==> config.mk <==
export PLATFORM = sky130hd
export DESIGN_NAME = fpu_decode_queue
export DESIGN_NICKNAME = d
export VERILOG_FILES = /design/src/rtl/fpu_pkg.sv /design/src/rtl/fpu_sig_decode.sv /design/src/rtl/fpu_decode_queue.sv
export SDC_FILE = /design/constraint.sdc
export NUM_CORES = 1
export LEC_CHECK = 0
export BUFFER_PORTS_ARGS = -buffer_cell sky130_fd_sc_hd__buf_2
export CORE_AREA = 2 2 161 163
export CTS_CLUSTER_SIZE = 28
export DETAILED_ROUTE_END_ITERATION = 16
export DIE_AREA = 0 0 163 165
export PLACE_DENSITY = 0.53
export RECOVER_POWER = 25
export SLEW_MARGIN = 20
export SYNTH_ARGS = -nofsm -noshare
export SYNTH_HDL_FRONTEND = slang
export SYNTH_SLANG_ARGS = --single-unit
==> constraint.sdc <==
create_clock -name clock -period 4.7 [get_ports clock]
set_input_delay 0.235 -clock clock [delete_from_list [all_inputs] [get_ports clock]]
set_output_delay 0.235 -clock clock [all_outputs]
set_load 0.02 [all_outputs]
==> src/rtl/fpu_pkg.sv <==
// fpu_pkg
// Shared definitions for the FP decode queue: RISC-V FP major opcodes,
// OP-FP funct5 values, load/store width codes, and the 14-bit decoded
// control-signal struct carried with every queued instruction.
// No ports (package only).
package fpu_pkg;

  // Major opcodes (inst[6:0])
  localparam logic [6:0] OPC_LOAD_FP  = 7'b0000111;
  localparam logic [6:0] OPC_STORE_FP = 7'b0100111;
  localparam logic [6:0] OPC_FMADD    = 7'b1000011;
  localparam logic [6:0] OPC_FMSUB    = 7'b1000111;
  localparam logic [6:0] OPC_FNMSUB   = 7'b1001011;
  localparam logic [6:0] OPC_FNMADD   = 7'b1001111;
  localparam logic [6:0] OPC_OP_FP    = 7'b1010011;

  // OP-FP funct5 values (inst[31:27])
  localparam logic [4:0] F5_FADD     = 5'b00000;
  localparam logic [4:0] F5_FSUB     = 5'b00001;
  localparam logic [4:0] F5_FMUL     = 5'b00010;
  localparam logic [4:0] F5_FDIV     = 5'b00011;
  localparam logic [4:0] F5_FSGNJ    = 5'b00100;
  localparam logic [4:0] F5_FMINMAX  = 5'b00101;
  localparam logic [4:0] F5_FCVT_FF  = 5'b01000;
  localparam logic [4:0] F5_FSQRT    = 5'b01011;
  localparam logic [4:0] F5_FCMP     = 5'b10100;
  localparam logic [4:0] F5_FCVT_IF  = 5'b11000;
  localparam logic [4:0] F5_FCVT_FI  = 5'b11010;
  localparam logic [4:0] F5_FMV_XF   = 5'b11100;
  localparam logic [4:0] F5_FMV_FX   = 5'b11110;

  // Load/store width field (inst[14:12])
  localparam logic [2:0] WIDTH_W = 3'b010;
  localparam logic [2:0] WIDTH_D = 3'b011;

  // fmt field (inst[26:25])
  localparam logic [1:0] FMT_S = 2'b00;
  localparam logic [1:0] FMT_D = 2'b01;

  // Decoded controls, MSB first so the packed value matches io_out_sigs[13:0]
  typedef struct packed {
    logic wen;
    logic ren1;
    logic ren2;
    logic ren3;
    logic swap12;
    logic swap23;
    logic single_out;
    logic fromint;
    logic toint;
    logic fastpipe;
    logic fma;
    logic div;
    logic sqrt;
    logic wflags;
  } fpu_sigs_t;

  localparam int SIGS_W = $bits(fpu_sigs_t);

endpackage

==> src/rtl/fpu_sig_decode.sv <==
// fpu_sig_decode
// Purely combinational decoder from a 32-bit instruction to the FP control
// struct plus an illegal flag. Illegal encodings always produce all-zero sigs.
// Parameters: SUPPORT_D - when 0, double-precision encodings are illegal.
// Ports:
//   inst    in  32  instruction word
//   sigs    out 14  decoded controls (fpu_sigs_t)
//   illegal out 1   instruction is not a supported FP encoding
module fpu_sig_decode
  import fpu_pkg::*;
#(
  parameter bit SUPPORT_D = 1'b1
) (
  input  logic [31:0] inst,
  output fpu_sigs_t   sigs,
  output logic        illegal
);

  logic [6:0] opcode;
  logic [4:0] funct5;
  logic [1:0] fmt;
  logic [2:0] width;
  logic       fmt_ok;
  logic       width_ok;
  logic       known;
  logic       single;
  fpu_sigs_t  raw;
  logic       unused_bits;

  assign opcode = inst[6:0];
  assign funct5 = inst[31:27];
  assign fmt    = inst[26:25];
  assign width  = inst[14:12];

  // Register specifiers and rounding mode are not needed for control decode
  assign unused_bits = ^{inst[24:15], inst[11:7]};

  // fmt 10/11 are never supported; fmt 01 only with double support
  assign fmt_ok   = (fmt == FMT_S) || ((fmt == FMT_D) && SUPPORT_D);
  assign width_ok = (width == WIDTH_W) || ((width == WIDTH_D) && SUPPORT_D);

  // Build the raw controls for the recognised encoding, then apply the
  // single-precision output flag and zero everything if the encoding is
  // not legal in this configuration.
  always_comb begin
    raw    = '0;
    known  = 1'b0;
    single = (fmt == FMT_S);
    unique case (opcode)
      OPC_LOAD_FP: begin
        raw.wen = 1'b1;
        known   = width_ok;
        single  = (width == WIDTH_W);
      end
      OPC_STORE_FP: begin
        raw.ren2  = 1'b1;
        raw.toint = 1'b1;
        known     = width_ok;
        single    = (width == WIDTH_W);
      end
      OPC_FMADD, OPC_FMSUB, OPC_FNMSUB, OPC_FNMADD: begin
        raw.wen    = 1'b1;
        raw.ren1   = 1'b1;
        raw.ren2   = 1'b1;
        raw.ren3   = 1'b1;
        raw.fma    = 1'b1;
        raw.wflags = 1'b1;
        known      = fmt_ok;
      end
      OPC_OP_FP: begin
        known = fmt_ok;
        unique case (funct5)
          F5_FADD, F5_FSUB: begin
            // add/sub run on the FMA with the addend moved to slot 3
            raw.wen = 1'b1; raw.ren1 = 1'b1; raw.ren2 = 1'b1;
            raw.swap23 = 1'b1; raw.fma = 1'b1; raw.wflags = 1'b1;
          end
          F5_FMUL: begin
            raw.wen = 1'b1; raw.ren1 = 1'b1; raw.ren2 = 1'b1;
            raw.fma = 1'b1; raw.wflags = 1'b1;
          end
          F5_FDIV: begin
            raw.wen = 1'b1; raw.ren1 = 1'b1; raw.ren2 = 1'b1;
            raw.div = 1'b1; raw.wflags = 1'b1;
          end
          F5_FSQRT: begin
            raw.wen = 1'b1; raw.ren1 = 1'b1;
            raw.sqrt = 1'b1; raw.wflags = 1'b1;
          end
          F5_FSGNJ: begin
            raw.wen = 1'b1; raw.ren1 = 1'b1; raw.ren2 = 1'b1;
            raw.fastpipe = 1'b1;
          end
          F5_FMINMAX: begin
            raw.wen = 1'b1; raw.ren1 = 1'b1; raw.ren2 = 1'b1;
            raw.fastpipe = 1'b1; raw.wflags = 1'b1;
          end
          F5_FCVT_FF: begin
            raw.wen = 1'b1; raw.ren1 = 1'b1;
            raw.fastpipe = 1'b1; raw.wflags = 1'b1;
          end
          F5_FCMP: begin
            raw.ren1 = 1'b1; raw.ren2 = 1'b1;
            raw.toint = 1'b1; raw.wflags = 1'b1;
          end
          F5_FCVT_IF: begin
            raw.ren1 = 1'b1; raw.toint = 1'b1; raw.wflags = 1'b1;
          end
          F5_FCVT_FI: begin
            raw.wen = 1'b1; raw.fromint = 1'b1; raw.wflags = 1'b1;
          end
          F5_FMV_XF: begin
            raw.ren1 = 1'b1; raw.toint = 1'b1;
          end
          F5_FMV_FX: begin
            raw.wen = 1'b1; raw.fromint = 1'b1;
          end
          default: known = 1'b0;
        endcase
      end
      default: known = 1'b0;
    endcase
    raw.single_out = raw.wen & single;
  end

  assign illegal = ~known;
  assign sigs    = known ? raw : '0;

endmodule

==> src/rtl/fpu_decode_queue.sv <==
// fpu_decode_queue
// Circular FIFO of FP instructions. Each instruction is decoded as it is
// enqueued and its inst, tag, decoded sigs and illegal flag are stored
// together. Output appears one cycle after enqueue (no bypass); all data
// outputs read as zero while the queue is empty.
// Parameters: DEPTH (entries, >=2), SUPPORT_D (0 disables double), TAGW.
// Ports:
//   clock, reset                 clock / async active-high reset
//   io_in_valid/ready/inst/tag   enqueue handshake
//   io_out_valid/ready/inst/tag  dequeue handshake
//   io_out_sigs [13:0]           decoded controls of the head entry
//   io_out_illegal               head entry is not a supported FP encoding
//   io_flush                     discard all entries at the next edge
//   io_count                     current occupancy
module fpu_decode_queue
  import fpu_pkg::*;
#(
  parameter int DEPTH     = 4,
  parameter int SUPPORT_D = 1,
  parameter int TAGW      = 5,
  localparam int CW       = $clog2(DEPTH + 1),
  localparam int PW       = $clog2(DEPTH)
) (
  input  logic              clock,
  input  logic              reset,
  input  logic              io_in_valid,
  output logic              io_in_ready,
  input  logic [31:0]       io_in_inst,
  input  logic [TAGW-1:0]   io_in_tag,
  output logic              io_out_valid,
  input  logic              io_out_ready,
  output logic [31:0]       io_out_inst,
  output logic [TAGW-1:0]   io_out_tag,
  output logic [SIGS_W-1:0] io_out_sigs,
  output logic              io_out_illegal,
  input  logic              io_flush,
  output logic [CW-1:0]     io_count
);

  logic [31:0]     inst_mem    [DEPTH];
  logic [TAGW-1:0] tag_mem     [DEPTH];
  fpu_sigs_t       sigs_mem    [DEPTH];
  logic            illegal_mem [DEPTH];

  logic [PW-1:0] wr_ptr;
  logic [PW-1:0] rd_ptr;
  logic [CW-1:0] count;

  fpu_sigs_t dec_sigs;
  logic      dec_illegal;
  logic      do_enq;
  logic      do_deq;

  fpu_sig_decode #(
    .SUPPORT_D (SUPPORT_D != 0)
  ) u_decode (
    .inst    (io_in_inst),
    .sigs    (dec_sigs),
    .illegal (dec_illegal)
  );

  // Ready depends only on registered occupancy, so there is no path from
  // io_out_ready; a full queue refuses enqueue even when it is draining.
  assign io_in_ready  = (count < CW'(DEPTH));
  assign io_out_valid = (count != '0);
  assign do_enq       = io_in_valid & io_in_ready;
  assign do_deq       = io_out_valid & io_out_ready;
  assign io_count     = count;

  // Entry storage has no reset; occupancy alone decides what is visible.
  always_ff @(posedge clock) begin
    if (do_enq && !io_flush) begin
      inst_mem[wr_ptr]    <= io_in_inst;
      tag_mem[wr_ptr]     <= io_in_tag;
      sigs_mem[wr_ptr]    <= dec_sigs;
      illegal_mem[wr_ptr] <= dec_illegal;
    end
  end

  // Pointers and occupancy; flush wins over any same-cycle handshake.
  always_ff @(posedge clock or posedge reset) begin
    if (reset) begin
      wr_ptr <= '0;
      rd_ptr <= '0;
      count  <= '0;
    end else if (io_flush) begin
      wr_ptr <= '0;
      rd_ptr <= '0;
      count  <= '0;
    end else begin
      if (do_enq) begin
        wr_ptr <= (wr_ptr == PW'(DEPTH - 1)) ? '0 : wr_ptr + 1'b1;
      end
      if (do_deq) begin
        rd_ptr <= (rd_ptr == PW'(DEPTH - 1)) ? '0 : rd_ptr + 1'b1;
      end
      unique case ({do_enq, do_deq})
        2'b10:   count <= count + 1'b1;
        2'b01:   count <= count - 1'b1;
        default: count <= count;
      endcase
    end
  end

  assign io_out_inst    = io_out_valid ? inst_mem[rd_ptr]    : '0;
  assign io_out_tag     = io_out_valid ? tag_mem[rd_ptr]     : '0;
  assign io_out_sigs    = io_out_valid ? sigs_mem[rd_ptr]    : '0;
  assign io_out_illegal = io_out_valid ? illegal_mem[rd_ptr] : 1'b0;

endmodule
==> key figures <==
Outcome
  • Outcome: completed

Power and ir drop
  • Leakage power total: 3.48 nW
  • Flop pwr share: approximately two fifths
  • Psw: roughly 1.7 mW
  • Sw Share: a little under a third
  • Clock power frac: 29.3%
  • Int Power: 3.75 mW
  • P per Cell Area: roughly 520 nW/um2
  • VDD IR-drop max: 0.000277 V
  • Overall power: 5.48 mW
  • Comb pwr share: 28.9%

Logic synthesis
  • Seq cells post-synth: 211
  • Post-synth EDFFs: approximately 200
  • Synth area leader: edfxtp_1
  • Sequential share of the synthesized area: 72.4%
  • Share of the synthesized area in the top cell type: 70.4%
  • Top cells by area, synth: edfxtp_1, mux4_2, nor2b_1, dfrtp_1, clkbuf_1
  • Syn Nets: slightly above 500
  • Yosys warns: 0
  • Avg Cell Area, Syn: 19.0 um2
  • Post-synth top cells: edfxtp_1, nor2b_1, mux4_2
  • Library cells used by synthesis: 45
  • Cell Area, Synth: 8710 um2
  • Most common cell in the netlist: edfxtp_1
  • Main synth FF type: edfxtp_1
  • Post-Syn Instances: 458
  • Post-synth ARST share: 3.32%

Worst setup path
  • Kind of critical path: reg -> out
  • CP Launch Point: rd_ptr[1]$_DFFE_PP0P_
  • Startpoint Class: flip-flop
  • Reg-to-Reg End: inst_mem[0][25]$_DFFE_PP_
  • CP max stage delay: 0.87 ns
  • R2r startpoint: io_count[2]$_DFFE_PP0P_
  • CP Capture Type: output port
  • CP endpoint: io_out_sigs[11]
  • Worst-path fanout max: 31
  • R2R depth: 4
  • Worst-path cell chain: buf_4 > mux4_2 > nor2b_1 > buf_2
  • Reg2reg setup slack: slightly below 2 ns
  • Slowest CP cell: dfrtp_2
  • Req. time, crit path: 4.47 ns
  • CP arrival: 2.65 ns

Route
  • TritonRoute pass-1 iters: 4
  • Via count: 4,574
  • Final wirelength: 18,200 um
  • Routed Antenna Nets: 0
  • DRC Markers: 0
  • 1st-iter DRT viols: 267
  • Drt wl/cell: 19.6 um
  • DR vias/cell: 4.93

STA
  • Rel. slew slack: a little over a quarter
  • Fin. Hold Viols: 0
  • Part of the cycle the worst path needs: around three fifths
  • Final slew viol count: 0
  • Final clock skew: 0.0132 ns
  • RSZ-0062 raised after global routing: no
  • Final setup fails: 0
  • Slew @ Worst Pin: 1.09 ns
  • Final worst path period need: between 2 and 3 ns
  • F_max: 346 MHz
  • Setup_tns: 0 ns

Clock network
  • H-Tree Depth: 1
  • CTS max path bufs: 3
  • CTS tree: yes
  • Root Buffer: clkbuf_16
  • Post-CTS Setup Inserts: 0
  • Clock Latency Late Sink: between 0.4 and 0.5 ns
  • Total CTS buffers: 22
  • Sink Count: 211
  • Clock transition at path regs: approximately 0.060 ns

Global routing
  • Largest net degree at the start of global routing: 53
  • Number of global-route vias before repair: 4,848
  • Remaining global-route overflow: 0
  • All-Layer GR Usage: a little over an eighth
  • Initial antenna violation count: 0
  • First-pass GRT wire length: 27,800 um

Placed design
  • DPL Wire Length: ~11,000 um
  • I/O Buffers: 97
  • Gpl congestion: 0.745

Layout
  • Layout Nets: about 630
  • Share of post-route cells with drive strength above 1: 28.8%
  • Area delta synth->final: 20.0%
  • Diode count: 0

Min path
  • HP Class: in -> reg

Floorplan
  • Core ar.: 25,000 um2
  • Initial core utilization: roughly a third
  • FP Rows: between 50 and 60
  • Die Span Y: around 170 um
  • I/O pin count: 99
  • Full die area: 26,900 um2
  • Die width: 163 um

Job
  • Max-capacitance violation count: 0
## cell families (layout without fill, tap and decap cells)
| family | after synthesis | count (layout) | synth area share [%] |
|---|---|---|---|
| AOI/OAI and AO/OA | 38 | 38 | 3.16 |
| xor gates and xnor gates | 2 | 2 | 0.201 |
| adders and majority gates | 6 | 6 | 0.949 |
| buffers and inverters | 36 | 175 | 1.68 |
| DFF | 211 | 211 | 72.4 |
| muxes | 55 | 55 | 13.7 |
| other | 1 | 1 | 0.0431 |
| and+or+nand+nor | 109 | 109 | 7.93 |
## layout by cell type (no fill, tap or decap), types with 4 or more instances in the layout
cell type / n
a211oi_1: 7
a21o_1: 4
a21oi_1: 8
and2_2: 4
buf_2: 68
buf_4: 6
clkbuf_1: 31
clkbuf_16: 23
clkinv_1: 4
clkinv_2: 7
dfrtp_1: 5
dlygate4sd3_1: 23
edfxtp_1: 204
ha_1: 5
inv_1: 11
mux2i_1: 4
mux4_2: 51
nor2_1: 12
nor2b_1: 56
nor3_1: 7
o21ai_0: 6
or3_1: 4
## layout make-up
| type | count | area, um2 |
|---|---|---|
| clock buffers | 25 | 583 |
| repair buffers | 127 | 752 |
| fillers | 2283 | 14600 |
| flip-flops and latches | 211 | 6310 |
| inverters | 11 | 41.3 |
| clock inverters | 12 | 80.1 |
| well taps | 330 | 413 |
| multi-input cells | 211 | 2270 |
## worst max-delay path: cells and delay by family (launching register included)
family	cells	cell delay, ns
flip-flops	1	0.87
buffers and inverters	2	0.66
multiplexers	1	0.42
AND/OR/NAND/NOR	1	0.16
## how the worst min path moves through the flow
| stage | start | slack (ns) | depth (start not counted) | to |
|---|---|---|---|---|
| 6_report | io_in_inst[12] | 0.10 | 1 | inst_mem[0][12]$_DFFE_PP_ |
| 3_5_place_dp | reset | 0.19 | 2 | io_count[2]$_DFFE_PP0P_ |
| 2_1_floorplan | reset | 0.04 | 1 | io_count[0]$_DFFE_PP0P_ |
| 4_1_cts | io_in_inst[12] | 0.0005 | 1 | inst_mem[1][12]$_DFFE_PP_ |
| 3_3_place_gp | reset | 0.18 | 2 | io_count[2]$_DFFE_PP0P_ |
| 5_1_grt | io_in_inst[2] | 0.10 | 1 | inst_mem[2][2]$_DFFE_PP_ |
## flip-flops by register name, summed over array words and instances (netlist names)
name	flops
io_count	3
illegal_mem	4
sigs_mem	52
wr_ptr	2
rd_ptr	2
inst_mem	128
tag_mem	20
## per-stage QoR
step	std cells	instance area (um2)	hold slack, ns	util [%]	setup WS [ns]
2_1_floorplan	458	8710	0.0384	-	1.97
3_3_place_gp	866	9560	0.179	38.2	1.93
3_5_place_dp	867	9590	0.187	38.3	1.88
4_1_cts	927	10500	0.000486	41.9	1.73
5_1_grt	927	10400	0.104	41.7	1.65
6_report	927	10400	0.103	41.7	1.81
## metal layers
| metal | track usage (%) | routed length (um) | vias up |
|---|---|---|---|
| li1 | - | - | 2074 |
| met1 | 18.0 | 7850 | 2349 |
| met2 | 23.7 | 9060 | 122 |
| met3 | 2.16 | 862 | 29 |
| met4 | 3.42 | 376 | 0 |
| met5 | 0 | 0 | - |
## power by group through the flow
stage / clock network [mW] / logic [mW] / registers [mW]
after floorplan: 0 / 1.11 / 2.27
after global placement: 0 / 1.54 / 2.38
after detailed placement: 0 / 1.62 / 2.34
after CTS: 1.64 / 1.64 / 2.30
after global routing: 1.72 / 1.73 / 2.32
final: 1.60 / 1.58 / 2.30
## what timing repair did
item	CTS	global route
resized for setup	0	0
hold buffers	23	0
endpoints found under the hold margin	95	0
Power figures use the tool's default switching activity.
